==> config.mk <==
export PLATFORM = sky130hd
export DESIGN_NAME = mmult_param
export DESIGN_NICKNAME = d
export VERILOG_FILES = /design/src/rtl/mmult_param.sv
export SDC_FILE = /design/constraint.sdc
export NUM_CORES = 2
export LEC_CHECK = 0
export CAP_MARGIN = 10
export CORE_MARGIN = 2
export CORE_UTILIZATION = 24
export CTS_CLUSTER_SIZE = 20
export DETAILED_ROUTE_END_ITERATION = 10
export GPL_ROUTABILITY_DRIVEN = 0
export MAX_ROUTING_LAYER = met4
export PLACE_DENSITY = 0.51
export SETUP_SLACK_MARGIN = 0.15
export SLEW_MARGIN = 20
export SYNTH_ARGS = -nofsm -noshare
export SYNTH_HDL_FRONTEND = slang
export SYNTH_SLANG_ARGS = --single-unit
==> constraint.sdc <==
create_clock -name clk -period 14.6 [get_ports clk]
set_clock_uncertainty 0.15 [all_clocks]
set_input_delay 4.38 -clock clk [delete_from_list [all_inputs] [get_ports clk]]
set_output_delay 4.38 -clock clk [all_outputs]
set_load 0.005 [all_outputs]
==> src/rtl/mmult_param.sv <==
// N x N matrix multiplier: one rank-1 update (column k of A times row k of B) per clock.
// A result appears N edges after start and is held until the consumer acks it.
module mmult_param #(
  parameter int N  = 3,
  parameter int DW = 8,
  parameter int OW = 2*DW+$clog2(N)
) (
  input  logic                clk,
  input  logic                reset,
  input  logic                start,
  input  logic [N*N*DW-1:0]   A_mat,
  input  logic [N*N*DW-1:0]   B_mat,
  input  logic                signed_mode,
  input  logic                accumulate,
  input  logic                ack,
  output logic                busy,
  output logic                valid,
  output logic [N*N*OW-1:0]   C_mat
);

  localparam int NE = N*N;
  localparam int KW = (N > 1) ? $clog2(N) : 1;

  typedef enum logic [1:0] {IDLE, COMPUTE, DONE} state_t;

  state_t        state_q, state_d;
  logic [KW-1:0] k_q;
  logic [DW-1:0] a_q [NE];
  logic [DW-1:0] b_q [NE];
  logic          sgn_q;
  logic [OW-1:0] c_q   [NE];
  logic [OW-1:0] c_nxt [NE];
  logic          accept;
  logic          last_k;

  function automatic logic signed [OW-1:0] extend(input logic [DW-1:0] v, input logic sgn);
    return {{(OW-DW){sgn & v[DW-1]}}, v};
  endfunction

  // Low OW bits of the product depend only on the low OW bits of the operands,
  // so multiplying the already-extended values gives the modulo-2^OW result.
  function automatic logic [OW-1:0] mac(input logic [OW-1:0] acc, input logic [DW-1:0] a,
                                        input logic [DW-1:0] b, input logic sgn);
    logic signed [OW-1:0] p;
    p = extend(a, sgn) * extend(b, sgn);
    return acc + $unsigned(p);
  endfunction

  assign last_k = (k_q == KW'(N-1));
  assign accept = start && ((state_q == IDLE) || ((state_q == DONE) && ack));
  assign busy   = (state_q == COMPUTE);
  assign valid  = (state_q == DONE);

  always_comb begin
    state_d = state_q;
    case (state_q)
      IDLE:    if (start) state_d = COMPUTE;
      COMPUTE: if (last_k) state_d = DONE;
      DONE:    if (ack) state_d = start ? COMPUTE : IDLE;
      default: state_d = IDLE;
    endcase
  end

  always_ff @(posedge clk or posedge reset) begin
    if (reset) state_q <= IDLE;
    else       state_q <= state_d;
  end

  always_comb begin
    for (int e = 0; e < NE; e++) c_nxt[e] = c_q[e];
    for (int i = 0; i < N; i++) begin
      for (int j = 0; j < N; j++) begin
        c_nxt[i*N+j] = mac(c_q[i*N+j], a_q[i*N+int'(k_q)], b_q[int'(k_q)*N+j], sgn_q);
      end
    end
  end

  always_ff @(posedge clk or posedge reset) begin
    if (reset) begin
      k_q   <= '0;
      sgn_q <= 1'b0;
      for (int e = 0; e < NE; e++) begin
        a_q[e] <= '0;
        b_q[e] <= '0;
        c_q[e] <= '0;
      end
    end else if (accept) begin
      k_q   <= '0;
      sgn_q <= signed_mode;
      for (int e = 0; e < NE; e++) begin
        a_q[e] <= A_mat[(NE-1-e)*DW +: DW];
        b_q[e] <= B_mat[(NE-1-e)*DW +: DW];
        if (!accumulate) c_q[e] <= '0;
      end
    end else if (state_q == COMPUTE) begin
      k_q <= last_k ? '0 : k_q + KW'(1);
      for (int e = 0; e < NE; e++) c_q[e] <= c_nxt[e];
    end
  end

  always_comb begin
    C_mat = '0;
    for (int e = 0; e < NE; e++) C_mat[(NE-1-e)*OW +: OW] = c_q[e];
  end

endmodule
# Yosys cells after proc, flatten, opt, wreduce, memory -nomap -nowiden
# Index checks and enable logic that the tools add are counted.
[classes]
addsub = 14
mul = 10
order_cmp = 6
eq_ne = 7
mux = 29
n_bitwise = 12
reduce_logical = 7
[ops]
columns = ["cell", "n"]
rows = [
  ["$mux 162", 2],
  ["$bmux 8 s4", 6],
  ["$ge 32x5->1 const B", 6],
  ["$add 18x18->18", 9],
  ["$mul 9x9->18", 9],
  ["$mux 8", 12],
  ["$not 32->32", 2],
  ["$add 32x2->32 const B", 1],
  ["$not 2->32", 1],
  ["$not 3->32", 1],
  ["$not 4->32", 1],
  ["$not 5->32", 1],
  ["$mux 18", 1],
  ["$mux 2", 6],
  ["$and 1x1->1", 6],
  ["$ne 2x2->1 const B", 3],
  ["$pmux 2 s3", 1],
  ["$add 4x2->5 const B", 1],
  ["$add 3x2->4 const A", 1],
  ["$eq 2x2->1 const B", 2],
  ["$mul 2x2->4 const B", 1],
  ["$add 2x2->3 const A", 1],
  ["$reduce_and 3->1", 1],
  ["$add 2x1->2 const B", 1],
  ["other kinds (8)", 9],
]
[totals]
ff_bits = 311
in_bits = 150
output_inout_bits = 164
word_cells = 115

# Longest topological paths before layout
[depth]
word_depth = 11
depth_mapped = 32
ltp_nobuf = 26

# Least setup slack after synthesis
# No wires, ideal clock.
[synth_timing]
path_type = "flip-flop to flip-flop"
start = "register k_q[1]"
end = "register c_q (netlist bit C_mat[71])"
setup_ns = 0.133
arrival_time_ns = 7.110
t_required_ns = 14.317
slack_ns = 7.207
path_stages_with_launch = 29
path_buffers = 6
synth_period_minus_slack_ns = 7.393
cell_sequence = "dfrtp_1 buf_2 buf_4 buf_2 inv_1 ha_1 buf_2 buf_2 mux4_2 mux2i_1 o21ai_0 buf_2 nand2_1 fa_1 inv_1 fa_1 inv_1 fa_1 fa_1 fa_1 inv_1 ha_1 and2_1 nor3b_1 a2111oi_0 nand2_1 a221oi_1 xnor2_1 o21ai_0"
[synth_between]
elab_chain_cells = 11
word_cells_on_any_way = 17
cone_classes = "add/sub: 3; mul: 2; mux: 8; bitwise: 4"
[synth_lines]
columns = ["item", "line", "source"]
rows = [
  ["start, declared", "27", "logic [KW-1:0] k_q;"],
  ["start signal, assigned", "96", "k_q <= last_k ? '0 : k_q + KW'(1);"],
  ["$mul 2x2->4", "73", "c_nxt[i*N+j] = mac(c_q[i*N+j], a_q[i*N+int'(k_q)], b_q[int'(k_q)*N+j], sgn_q);"],
  ["$add 4x2->5", "73", ""],
  ["$not 5->32 (implied by the code)", "73", ""],
  ["$bmux 8 s4", "73", ""],
  ["$mux 8 (implied by the code) (2 in a row)", "73", ""],
  ["$and 1x1->1", "37", "return {{(OW-DW){sgn & v[DW-1]}}, v};"],
  ["$mul 9x9->18 *", "45", "p = extend(a, sgn) * extend(b, sgn);"],
  ["$add 18x18->18 *", "46", "return acc + $unsigned(p);"],
  ["$mux 162 *", "95", "end else if (state_q == COMPUTE) begin"],
  ["$mux 162 *", "87", "end else if (accept) begin"],
  ["end signal, assigned by index", "85", "c_q[e] <= '0;"],
  ["end signal, assigned by index", "93", "if (!accumulate) c_q[e] <= '0;"],
  ["end, declared", "31", "logic [OW-1:0] c_q [NE];"],
]
# Mark *: on every way between the ends. The rest lies on a longest branch, timed or not. The select of a mux whose other input is x is not followed.
# A chain may end at the register's enable or synchronous reset.

# Worst setup path in the final report
[layout_timing]
start = "register k_q[0]"
end = "register c_q (netlist bit C_mat[17])"
# The elaborated chain is that of the path after synthesis.

==> key figures <==
Worst hold path
  • Hold depth: 1
  • Hold EP: a_q[36]
  • HP Class: reg2reg
  • HP Start: a_q[36]

Yosys
  • Cells after Synth: 4871
  • Post-synth top flop: dfrtp_1
  • Synth Register Bits: 311
  • Post-synth EDFFs: 0
  • Netlist cell types: 88
  • Synthesized Nets: 6204
  • Syn avg cell area: 9.55 um^2
  • Register area share after synthesis: 16.7%
  • Ys async rst share: 100%
  • Yosys warns: 0
  • Synth Cell Area: 46500 um^2

Clocking
  • Root buf cell: clkbuf_16
  • Post-cts sizing count: 0
  • CTS tree: yes
  • Total CTS buffers: 44
  • Clock Latency Late Sink: 0.66 ns
  • Longest Clk Path Bufs: 3
  • Clk pin slew, worst setup/hold paths: 0.06 ns
  • Post-CTS Setup Repair Bufs: 0
  • CTS HTree Levels: 2
  • # hold bufs at CTS: 0
  • Clock sink count: 311

Detailed routing
  • Vias per cell: 4.45
  • 1st-pass router iterations: 5
  • DR vias: 34100
  • Drt wl/cell: 19.5 um
  • # DRC: 0
  • Initial drt markers: 2200
  • Drt total wl: 150 mm
  • Post-route antenna net violation count: 0

STA
  • RSZ-0062 raised after global routing: false
  • Fin crit period: 9.30 ns
  • Max frequency: 0.108 GHz
  • Final Max Slew Viols: 0
  • Final Hold Viols: 0
  • # setup viols final: 0
  • Final period utilization: 63.7%
  • Slew @ Worst Pin: 1.10 ns
  • Relative slew margins: 26.2%
  • TNS Setup: 0 ns

Outcome
  • Status: finished, final reports clean

Floorplanning
  • Core box area: 193000 um^2
  • I/O pin cnt: 314
  • Row count: 161
  • Die width: 444 um
  • Starting Density: 24.2%
  • Full die area: 197000 um^2
  • Die height: 444 um

Global route
  • Largest net degree at the start of global routing: 145
  • Initial antenna violation count: 6
  • Total gr overflow: 0
  • Total GRT Usage: 15.8%
  • Global-route wire length before repair: 229 mm
  • Vias in the first global route: 35900

Worst setup path
  • Crit path capture type: flip-flop
  • Type of origin of the critical path: flip-flop
  • Crit Path Max Fanout: 58
  • Critical-path cell with the highest stage delay: ha_4
  • Critical path data required time: 14.93 ns
  • Worst path max stage delay: 0.92 ns
  • Critical R2R Launch: k_q[0]
  • Worst setup path class: reg2reg
  • CP most frequent cell: inv_1
  • Critical Path AT: 9.63 ns
  • FF-to-FF setup slack: 5.30 ns
  • Reg2Reg Depth: 26
  • Worst r2r dst: C_mat[17]

Job
  • Max-Cap Viols: 0

Place
  • DP HPWL: 119 mm
  • Port bufs: 313

Final layout
  • Area grow syn2layout: 16.3%
  • Share of layout cells above drive strength 1: 7.92%
  • Nets: 6435
  • Fillers: 20400
layout make-up:
| cell class | count | area, um^2 | share of cell area, % |
|---|---|---|---|
| antenna | 1 | 2.50 | 0.00463 |
| clock buffer | 59 | 1240 | 2.29 |
| clock inverter | 21 | 297 | 0.548 |
| inverter | 1117 | 4200 | 7.77 |
| multi-input combinational | 3245 | 33700 | 62.3 |
| sequential | 311 | 7790 | 14.4 |
| tap | 2526 | 3160 | 5.84 |
| timing repair buffer | 383 | 3680 | 6.81 |
synth_stat cells (18+ instances only):
master    number  area share, %
nor3_1        18           0.19
o21ai_0      184            2.0
xnor2_1      119            2.2
nand2_1      565            4.6
a22o_1        32           0.60
a21oi_1       78           0.84
ha_1         440             12
a211oi_1      23           0.37
nor2_1       311            2.5
dfrtp_1      311             17
o21a_1        24           0.39
nand2b_1      54           0.73
mux2_2       150            3.6
clkbuf_1      84           0.68
fa_1         743             32
and2_1        44           0.59
nor2b_1       50           0.67
a21o_1        33           0.53
inv_1       1115            9.0
mux2i_1       33           0.71
xor2_1        61            1.1
nand3_1       19           0.20
buf_2         89           0.96
mux4_2        54            2.6
sequential cells by signal, indices dropped and copies added, names as in the netlist:
register / count
b_q: 72
sgn_q: 1
a_q: 72
k_q: 2
C_mat: 162
state_q: 2
cell usage in the layout (no fill, tap or decap), drive strengths merged, types with 15 or more instances in the layout:
cell type      netlist  final
a211oi              24     24
a21o                33     33
a21oi               82     82
a22o                32     32
and2                44     44
buf                114     70
clkbuf              84     59
clkdlybuf4s50        0    313
dfrtp              311    311
fa                 743    743
ha                 440    440
inv               1116   1117
mux2               156    156
mux2i               37     37
mux4                59     59
nand2              571    571
nand2b              54     54
nand3               19     19
nor2               312    312
nor2b               50     50
nor3                18     18
o21a                24     24
o21ai              202    202
o31ai               15     15
xnor2              119    119
xor2                61     61
worst max-delay path: cells and delay by family (launching register included):
kind            cells  cell delay, ns
compound gates      6            1.62
xor+xnor            1            0.15
fa+ha+maj           7            3.61
buf+inv             6            1.21
flops               1            0.80
mux                 2            0.56
simple gates        4            1.02
how the worst max path moves through the flow:
stage,end,from,depth (start not counted)
floorplan,C_mat[0],reset,1
global placement,C_mat[17],k_q[0],26
detailed placement,C_mat[17],k_q[0],26
CTS,C_mat[17],k_q[0],26
global route,C_mat[17],k_q[0],25
finish,C_mat[17],k_q[0],26
per-stage QoR:
stage	cells	setup WS [ns]	hold WS [ns]	util, %	instance area [um^2]
6_report	7663	5.30	0.355	28.1	54100
5_1_grt	7662	4.72	0.361	28.1	54100
4_1_cts	7662	5.28	0.357	28.1	54100
3_5_place_dp	7582	5.34	0.344	27.3	52600
3_3_place_gp	7582	5.46	0.339	27.3	52600
2_1_floorplan	4871	1.47	0.322	-	46500
per-layer routing:
| metal | track usage [%] | vias to the layer above | wire [um] |
|---|---|---|---|
| met5 | - | - | 0 |
| met3 | 2.00 | 136 | 7260 |
| met2 | 25.8 | 853 | 71300 |
| met1 | 20.9 | 17600 | 67600 |
| li1 | - | 15500 | - |
| met4 | 3.49 | 0 | 3460 |
cells by family (layout without fill, tap and decap cells):
group	Yosys count	count (layout)	synth area share, %
muxes	252	252	7.54
and+or+nand+nor	1124	1124	10.4
other	0	1	0
adders and majority gates	1183	1183	43.8
DFF	311	311	16.7
AOI/OAI and AO/OA	506	506	7.01
xor gates and xnor gates	180	180	3.39
buffers and inverters	1315	1580	11.1
Power is not shown: default switching activity piles up to over one toggle a cycle in this logic, so the estimate is an artifact.
